===== src/rtl/rv_enc_pkg.sv =====
// Shared encodings for the RV32I instruction encoder/loader: class codes,
// opcodes, immediate range limits and the loader FSM state type.
package rv_enc_pkg;

    typedef enum logic [3:0] {
        CLS_R      = 4'd0,
        CLS_I      = 4'd1,
        CLS_LOAD   = 4'd2,
        CLS_STORE  = 4'd3,
        CLS_BRANCH = 4'd4,
        CLS_JAL    = 4'd5,
        CLS_JALR   = 4'd6,
        CLS_AUIPC  = 4'd7,
        CLS_LUI    = 4'd8
    } insn_class_e;

    localparam logic [6:0] OP_R      = 7'b0110011;
    localparam logic [6:0] OP_I      = 7'b0010011;
    localparam logic [6:0] OP_LOAD   = 7'b0000011;
    localparam logic [6:0] OP_STORE  = 7'b0100011;
    localparam logic [6:0] OP_BRANCH = 7'b1100011;
    localparam logic [6:0] OP_JAL    = 7'b1101111;
    localparam logic [6:0] OP_JALR   = 7'b1100111;
    localparam logic [6:0] OP_AUIPC  = 7'b0010111;
    localparam logic [6:0] OP_LUI    = 7'b0110111;

    localparam logic [31:0] NOP_INSN = 32'h00000013;

    // Signed ranges of the 12-bit (I/S), 13-bit (B) and 21-bit (J) immediates.
    localparam int IMM_I_MIN = -2048;
    localparam int IMM_I_MAX = 2047;
    localparam int IMM_B_MIN = -4096;
    localparam int IMM_B_MAX = 4095;
    localparam int IMM_J_MIN = -1048576;
    localparam int IMM_J_MAX = 1048575;

    typedef enum logic [1:0] {
        ST_IDLE = 2'd0,
        ST_RUN  = 2'd1,
        ST_DONE = 2'd2
    } state_e;

    function automatic logic imm_fits(input logic [31:0] imm, input int lo, input int hi);
        return ($signed(imm) >= lo) && ($signed(imm) <= hi);
    endfunction

endpackage


===== src/rtl/rv_inst_encoder.sv =====
// Combinational RV32I encoder: assembles a 32-bit word from decoded fields
// and flags illegal classes, misaligned control-flow offsets and range overflow.
module rv_inst_encoder
    import rv_enc_pkg::*;
(
    input  logic [3:0]  cls,
    input  logic [2:0]  funct3,
    input  logic        funct7b5,
    input  logic [4:0]  rd,
    input  logic [4:0]  rs1,
    input  logic [4:0]  rs2,
    input  logic [31:0] imm,
    output logic [31:0] word,
    output logic        illegal,
    output logic        misaligned,
    output logic        range_err
);

    // NOTE: every output gets a default before the case so no path leaves a
    // value unassigned, which would otherwise infer a latch.
    always_comb begin
        word       = NOP_INSN;
        illegal    = 1'b0;
        misaligned = 1'b0;
        range_err  = 1'b0;
        case (cls)
            CLS_R: word = {1'b0, funct7b5, 5'b0, rs2, rs1, funct3, rd, OP_R};
            CLS_I: begin
                range_err = !imm_fits(imm, IMM_I_MIN, IMM_I_MAX);
                if (funct3 == 3'b001 || funct3 == 3'b101)
                    word = {1'b0, funct7b5, 5'b0, imm[4:0], rs1, funct3, rd, OP_I};
                else
                    word = {imm[11:0], rs1, funct3, rd, OP_I};
            end
            CLS_LOAD: begin
                range_err = !imm_fits(imm, IMM_I_MIN, IMM_I_MAX);
                word      = {imm[11:0], rs1, funct3, rd, OP_LOAD};
            end
            CLS_STORE: begin
                range_err = !imm_fits(imm, IMM_I_MIN, IMM_I_MAX);
                word      = {imm[11:5], rs2, rs1, funct3, imm[4:0], OP_STORE};
            end
            CLS_BRANCH: begin
                misaligned = imm[0];
                range_err  = !imm_fits(imm, IMM_B_MIN, IMM_B_MAX);
                word = {imm[12], imm[10:5], rs2, rs1, funct3, imm[4:1], imm[11], OP_BRANCH};
            end
            CLS_JAL: begin
                misaligned = imm[0];
                range_err  = !imm_fits(imm, IMM_J_MIN, IMM_J_MAX);
                word = {imm[20], imm[10:1], imm[11], imm[19:12], rd, OP_JAL};
            end
            CLS_JALR: begin
                range_err = !imm_fits(imm, IMM_I_MIN, IMM_I_MAX);
                word      = {imm[11:0], rs1, 3'b000, rd, OP_JALR};
            end
            CLS_AUIPC: word = {imm[31:12], rd, OP_AUIPC};
            CLS_LUI:   word = {imm[31:12], rd, OP_LUI};
            default:   illegal = 1'b1;
        endcase
    end

endmodule


===== src/rtl/inst_encoder_loader.sv =====
// Program loader: accepts field bundles, encodes them and writes the words to
// consecutive instruction-memory addresses starting at BASE_ADDR.
module inst_encoder_loader
    import rv_enc_pkg::*;
#(
    parameter int ADDR_WIDTH = 10,
    parameter int BASE_ADDR  = 0
) (
    input  logic                  clk,
    input  logic                  rst_n,
    input  logic                  start,
    input  logic                  in_valid,
    output logic                  in_ready,
    input  logic [3:0]            in_class,
    input  logic [2:0]            in_funct3,
    input  logic                  in_funct7b5,
    input  logic [4:0]            in_rd,
    input  logic [4:0]            in_rs1,
    input  logic [4:0]            in_rs2,
    input  logic [31:0]           in_imm,
    input  logic                  in_last,
    output logic                  mem_we,
    output logic [ADDR_WIDTH-1:0] mem_addr,
    output logic [31:0]           mem_wdata,
    output logic                  busy,
    output logic                  done,
    output logic                  err,
    output logic [ADDR_WIDTH:0]   count
);

    localparam logic [ADDR_WIDTH-1:0] BASE      = ADDR_WIDTH'(BASE_ADDR);
    localparam logic [ADDR_WIDTH-1:0] ADDR_LAST = '1;

    state_e                state;
    logic [ADDR_WIDTH-1:0] ptr;
    logic [31:0]           word;
    logic                  illegal;
    logic                  misaligned;
    logic                  range_err;
    logic                  at_end;

    rv_inst_encoder u_enc (
        .cls        (in_class),
        .funct3     (in_funct3),
        .funct7b5   (in_funct7b5),
        .rd         (in_rd),
        .rs1        (in_rs1),
        .rs2        (in_rs2),
        .imm        (in_imm),
        .word       (word),
        .illegal    (illegal),
        .misaligned (misaligned),
        .range_err  (range_err)
    );

    assign at_end = (ptr == ADDR_LAST);
    assign busy   = (state != ST_IDLE);

    // in_ready drops the cycle after the final accept, so a bundle presented
    // during that write cycle is refused; RUN with in_ready low means "drain".
    // NOTE: all state here uses non-blocking assignments so every register
    // samples the pre-edge values regardless of statement order.
    always_ff @(posedge clk or negedge rst_n) begin
        if (!rst_n) begin
            state     <= ST_IDLE;
            in_ready  <= 1'b0;
            mem_we    <= 1'b0;
            mem_addr  <= BASE;
            mem_wdata <= '0;
            done      <= 1'b0;
            err       <= 1'b0;
            count     <= '0;
            ptr       <= BASE;
        end else begin
            mem_we <= 1'b0;
            done   <= 1'b0;
            unique case (state)
                ST_IDLE: begin
                    if (start) begin
                        state    <= ST_RUN;
                        in_ready <= 1'b1;
                        ptr      <= BASE;
                        count    <= '0;
                        err      <= 1'b0;
                    end
                end
                ST_RUN: begin
                    if (!in_ready) begin
                        state <= ST_DONE;
                        done  <= 1'b1;
                    end else if (in_valid) begin
                        mem_we    <= 1'b1;
                        mem_addr  <= ptr;
                        mem_wdata <= word;
                        count     <= count + (ADDR_WIDTH+1)'(1);
                        if (!at_end)
                            ptr <= ptr + ADDR_WIDTH'(1);
                        if (illegal || misaligned || range_err || (at_end && !in_last))
                            err <= 1'b1;
                        if (in_last || at_end)
                            in_ready <= 1'b0;
                    end
                end
                ST_DONE: state <= ST_IDLE;
                default: state <= ST_IDLE;
            endcase
        end
    end

endmodule


===== config.mk =====
export PLATFORM = sky130hd
export DESIGN_NAME = inst_encoder_loader
export DESIGN_NICKNAME = d
export VERILOG_FILES = /design/src/rtl/rv_enc_pkg.sv /design/src/rtl/rv_inst_encoder.sv /design/src/rtl/inst_encoder_loader.sv
export SDC_FILE = /design/constraint.sdc
export NUM_CORES = 1
export LEC_CHECK = 0
export CORE_MARGIN = 2
export CORE_UTILIZATION = 40
export DETAILED_ROUTE_END_ITERATION = 16
export PLACE_DENSITY = 0.7
export RECOVER_POWER = 100
export SYNTH_ARGS = -nofsm -noshare
export SYNTH_HDL_FRONTEND = slang
export SYNTH_SLANG_ARGS = --single-unit

===== constraint.sdc =====
create_clock -name clk -period 4 [get_ports clk]
set_clock_uncertainty 0.1 [all_clocks]
set_input_delay 0.8 -clock clk [delete_from_list [all_inputs] [get_ports clk]]
set_output_delay 0.8 -clock clk [all_outputs]
set_load 0.01 [all_outputs]

==> flow_summary.json <==
{
  "power.density_mw_per_mm2": 513,
  "synthFlopType": "dfrtp_1",
  "post_synth_num_cell_types": 62,
  "rows": 36,
  "relSlewSlack": 0.178,
  "track_usage": 0.227,
  "finalSetupViolations": 0,
  "start_util": 0.406,
  "io_pins": 118,
  "p_leak_nw": 2.30,
  "report.power.total_mw": 2.76,
  "synth_area_leaders": "dfrtp_1, nand2_1, a21oi_1, a22oi_1, a22o_1",
  "synth.top_cell.area_share": 0.435,
  "min_path_type": "reg2reg",
  "drc": 0,
  "cts_buffers": 9,
  "die_area_mm2": 0.0106,
  "drive_gt1_frac": 0.0519,
  "design_area_mm2": 0.00537,
  "startpoint_type": "primary input",
  "cts-htree-levels": 3,
  "regArea_mm2": 0.00170,
  "drt_iter0_drc": 150,
  "netlist_top_cells_count": "dfrtp_1, nand2_1, a21oi_1",
  "multiInputGateArea_mm2": 0.00203,
  "arrival_ps": 3320,
  "postCtsSetupBuffers": 0,
  "ant_nets": 0,
  "grt_max_degree": 49,
  "hold_viol": 0,
  "clk_pin_slew_ps": 80,
  "wl_per_cell_um": 17.5,
  "core-area_mm2": 0.00964,
  "synth-seq-area-share": 0.435,
  "period_needed_ps": 3130,
  "synth-seq-cells": 68,
  "rsz0062_at_grt": "false",
  "diodes": 0,
  "cts-resized-gates": 0,
  "cts_max_path_buffers": 2,
  "timing.hold.ws_ps": 367,
  "end_kind": "flip-flop",
  "cp.required_ps": 4190,
  "setup_tns_ps": 0,
  "slowest_stage": "dlygate4sd3_1",
  "path_max_fanout": 12,
  "path_buf_inv": 2,
  "avgSynthCellArea_um2": 9.23,
  "grt_overflow": 0,
  "root_buffer": "clkbuf_8",
  "synth.most_common_cell": "dfrtp_1",
  "hpwl_mm": 8.72,
  "io_buffers": 117,
  "synthArstFlopShare": 1.00,
  "synth_edf_count": 0,
  "fillers": 893,
  "clock_latency_ps": 360,
  "status": "complete, no violations",
  "grt_pass1_wl_mm": 18.6,
  "clock-sinks": 68,
  "dieWidth_um": 103,
  "period_share": 0.782,
  "syn2layout_area_growth_pct": 37.2,
  "yosysTopAreaCell": "dfrtp_1",
  "synth_fp_nets": 486,
  "drtPass1Iterations": 4,
  "cts_hold_buf": 0,
  "cp_top_family": "buffers and inverters",
  "tritoncts": "built",
  "wl_mm": 11.8,
  "path_cells": "dlygate4sd3_1 > clkbuf_1 > or3_1 > a21oi_1 > and2_0 > a221o_1",
  "grt_pass1_vias": 3680,
  "worst_pin_slew_ps": 1230,
  "drv_slew": 0,
  "vias": 3876,
  "drv_cap": 0,
  "syn_area_mm2": 0.00392,
  "final_nets": 596,
  "gp_congestion": 0.895,
  "irDropWorstVdd_mv": 0.260,
  "max_stage_delay_ps": 700,
  "drt-vias-per-instance": 5.77,
  "antenna_found_initial": 0,
  "placed_cell_area_mm2": 0.00519,
  "yosys_warnings": 0,
  "fmax_mhz": 320,
  "die_h_um": 103,
  "syn_inst": 424,
  "critPathKind": "in2reg"
}
==> report_power, final <==
group          internal (mW)  switching (mW)
registers              0.890           0.155
clock network          0.354           0.299
logic                  0.501           0.558
total                   1.74            1.01
==> state kept, by name, indices dropped and copies added (netlist names) <==
register,count
ptr,10
state,2
mem_we,1
err,1
mem_addr,10
done,1
count,11
in_ready,1
mem_wdata,31
==> layout make-up <==
cell class | instances | share of cell area
Tap cell | 133 | 0.0310
Clock buffer | 9 | 0.0231
Clock inverter | 7 | 0.0184
Sequential cell | 68 | 0.317
Timing Repair Buffer | 125 | 0.225
Multi-Input combinational cell | 320 | 0.378
Inverter | 10 | 0.00699
==> worst register-to-register path, delay by kind of cell (launching register included) <==
kind            cells  cell delay, ps
compound gates      2             780
buf+inv             1             300
flops               1             480
simple gates        2             580
==> through the flow <==
stage	cells	util	setup WS (ps)
6_report	672	0.557	872
3_5_place_dp	656	0.539	887
5_1_grt	672	0.557	719
3_3_place_gp	656	0.539	931
2_1_floorplan	424	-	1840
4_1_cts	672	0.562	1270
==> path summary, 6_finish.rpt <==
path,endpoint,startpoint,cells past startpoint,slack [ps]
max in group asynchronous,mem_wdata[10]$_DFFE_PN0P_,rst_n,2,1480
hold reg to reg,mem_addr[3]$_DFFE_PN0P_,mem_addr[3]$_DFFE_PN0P_,2,370
setup reg to reg,mem_wdata[23]$_DFFE_PN0P_,state[1]$_DFFE_PN0P_,5,1680
min in group asynchronous,count[8]$_DFFE_PN0P_,rst_n,1,530
setup / recovery,mem_wdata[23]$_DFFE_PN0P_,in_class[0],6,870
hold / removal,mem_addr[3]$_DFFE_PN0P_,mem_addr[3]$_DFFE_PN0P_,2,370
==> cells by family after synthesis <==
kind of cell    Yosys count  share of synthesized area
xor+xnor                  3                    0.00671
buf+inv                  36                     0.0393
fa+ha+maj                 2                    0.00639
compound gates          147                      0.272
flops                    68                      0.435
simple gates            158                      0.212
mux                      10                     0.0291
==> layout by cell type, fill, tap and decap left out, types with 8 or more instances in the layout <==
master	netlist	routed
o21ai_0	17	17
inv_1	8	8
nand4_1	9	9
a22oi_1	14	14
nor2_1	17	18
a21oi_1	27	28
clkbuf_8	0	9
o22ai_1	7	8
nand3_1	10	11
a22o_1	12	12
nor4_1	8	8
dlygate4sd3_1	0	62
nand2b_1	11	11
a211oi_1	10	11
clkdlybuf4s50_1	0	54
dfrtp_1	68	68
mux2i_1	8	8
nor2b_1	11	11
nand2_1	61	61
==> layer usage <==
metal  track usage  wire length [um]  vias up  share of wire
met5             0                 0        -              0
met4        0.0648               173        0          0.015
met3        0.0569               791       17          0.067
met2         0.370              5750      138           0.49
met1         0.302              5050     1888           0.43
li1              -                 -     1833              -
(Power assumes the default switching activity.)
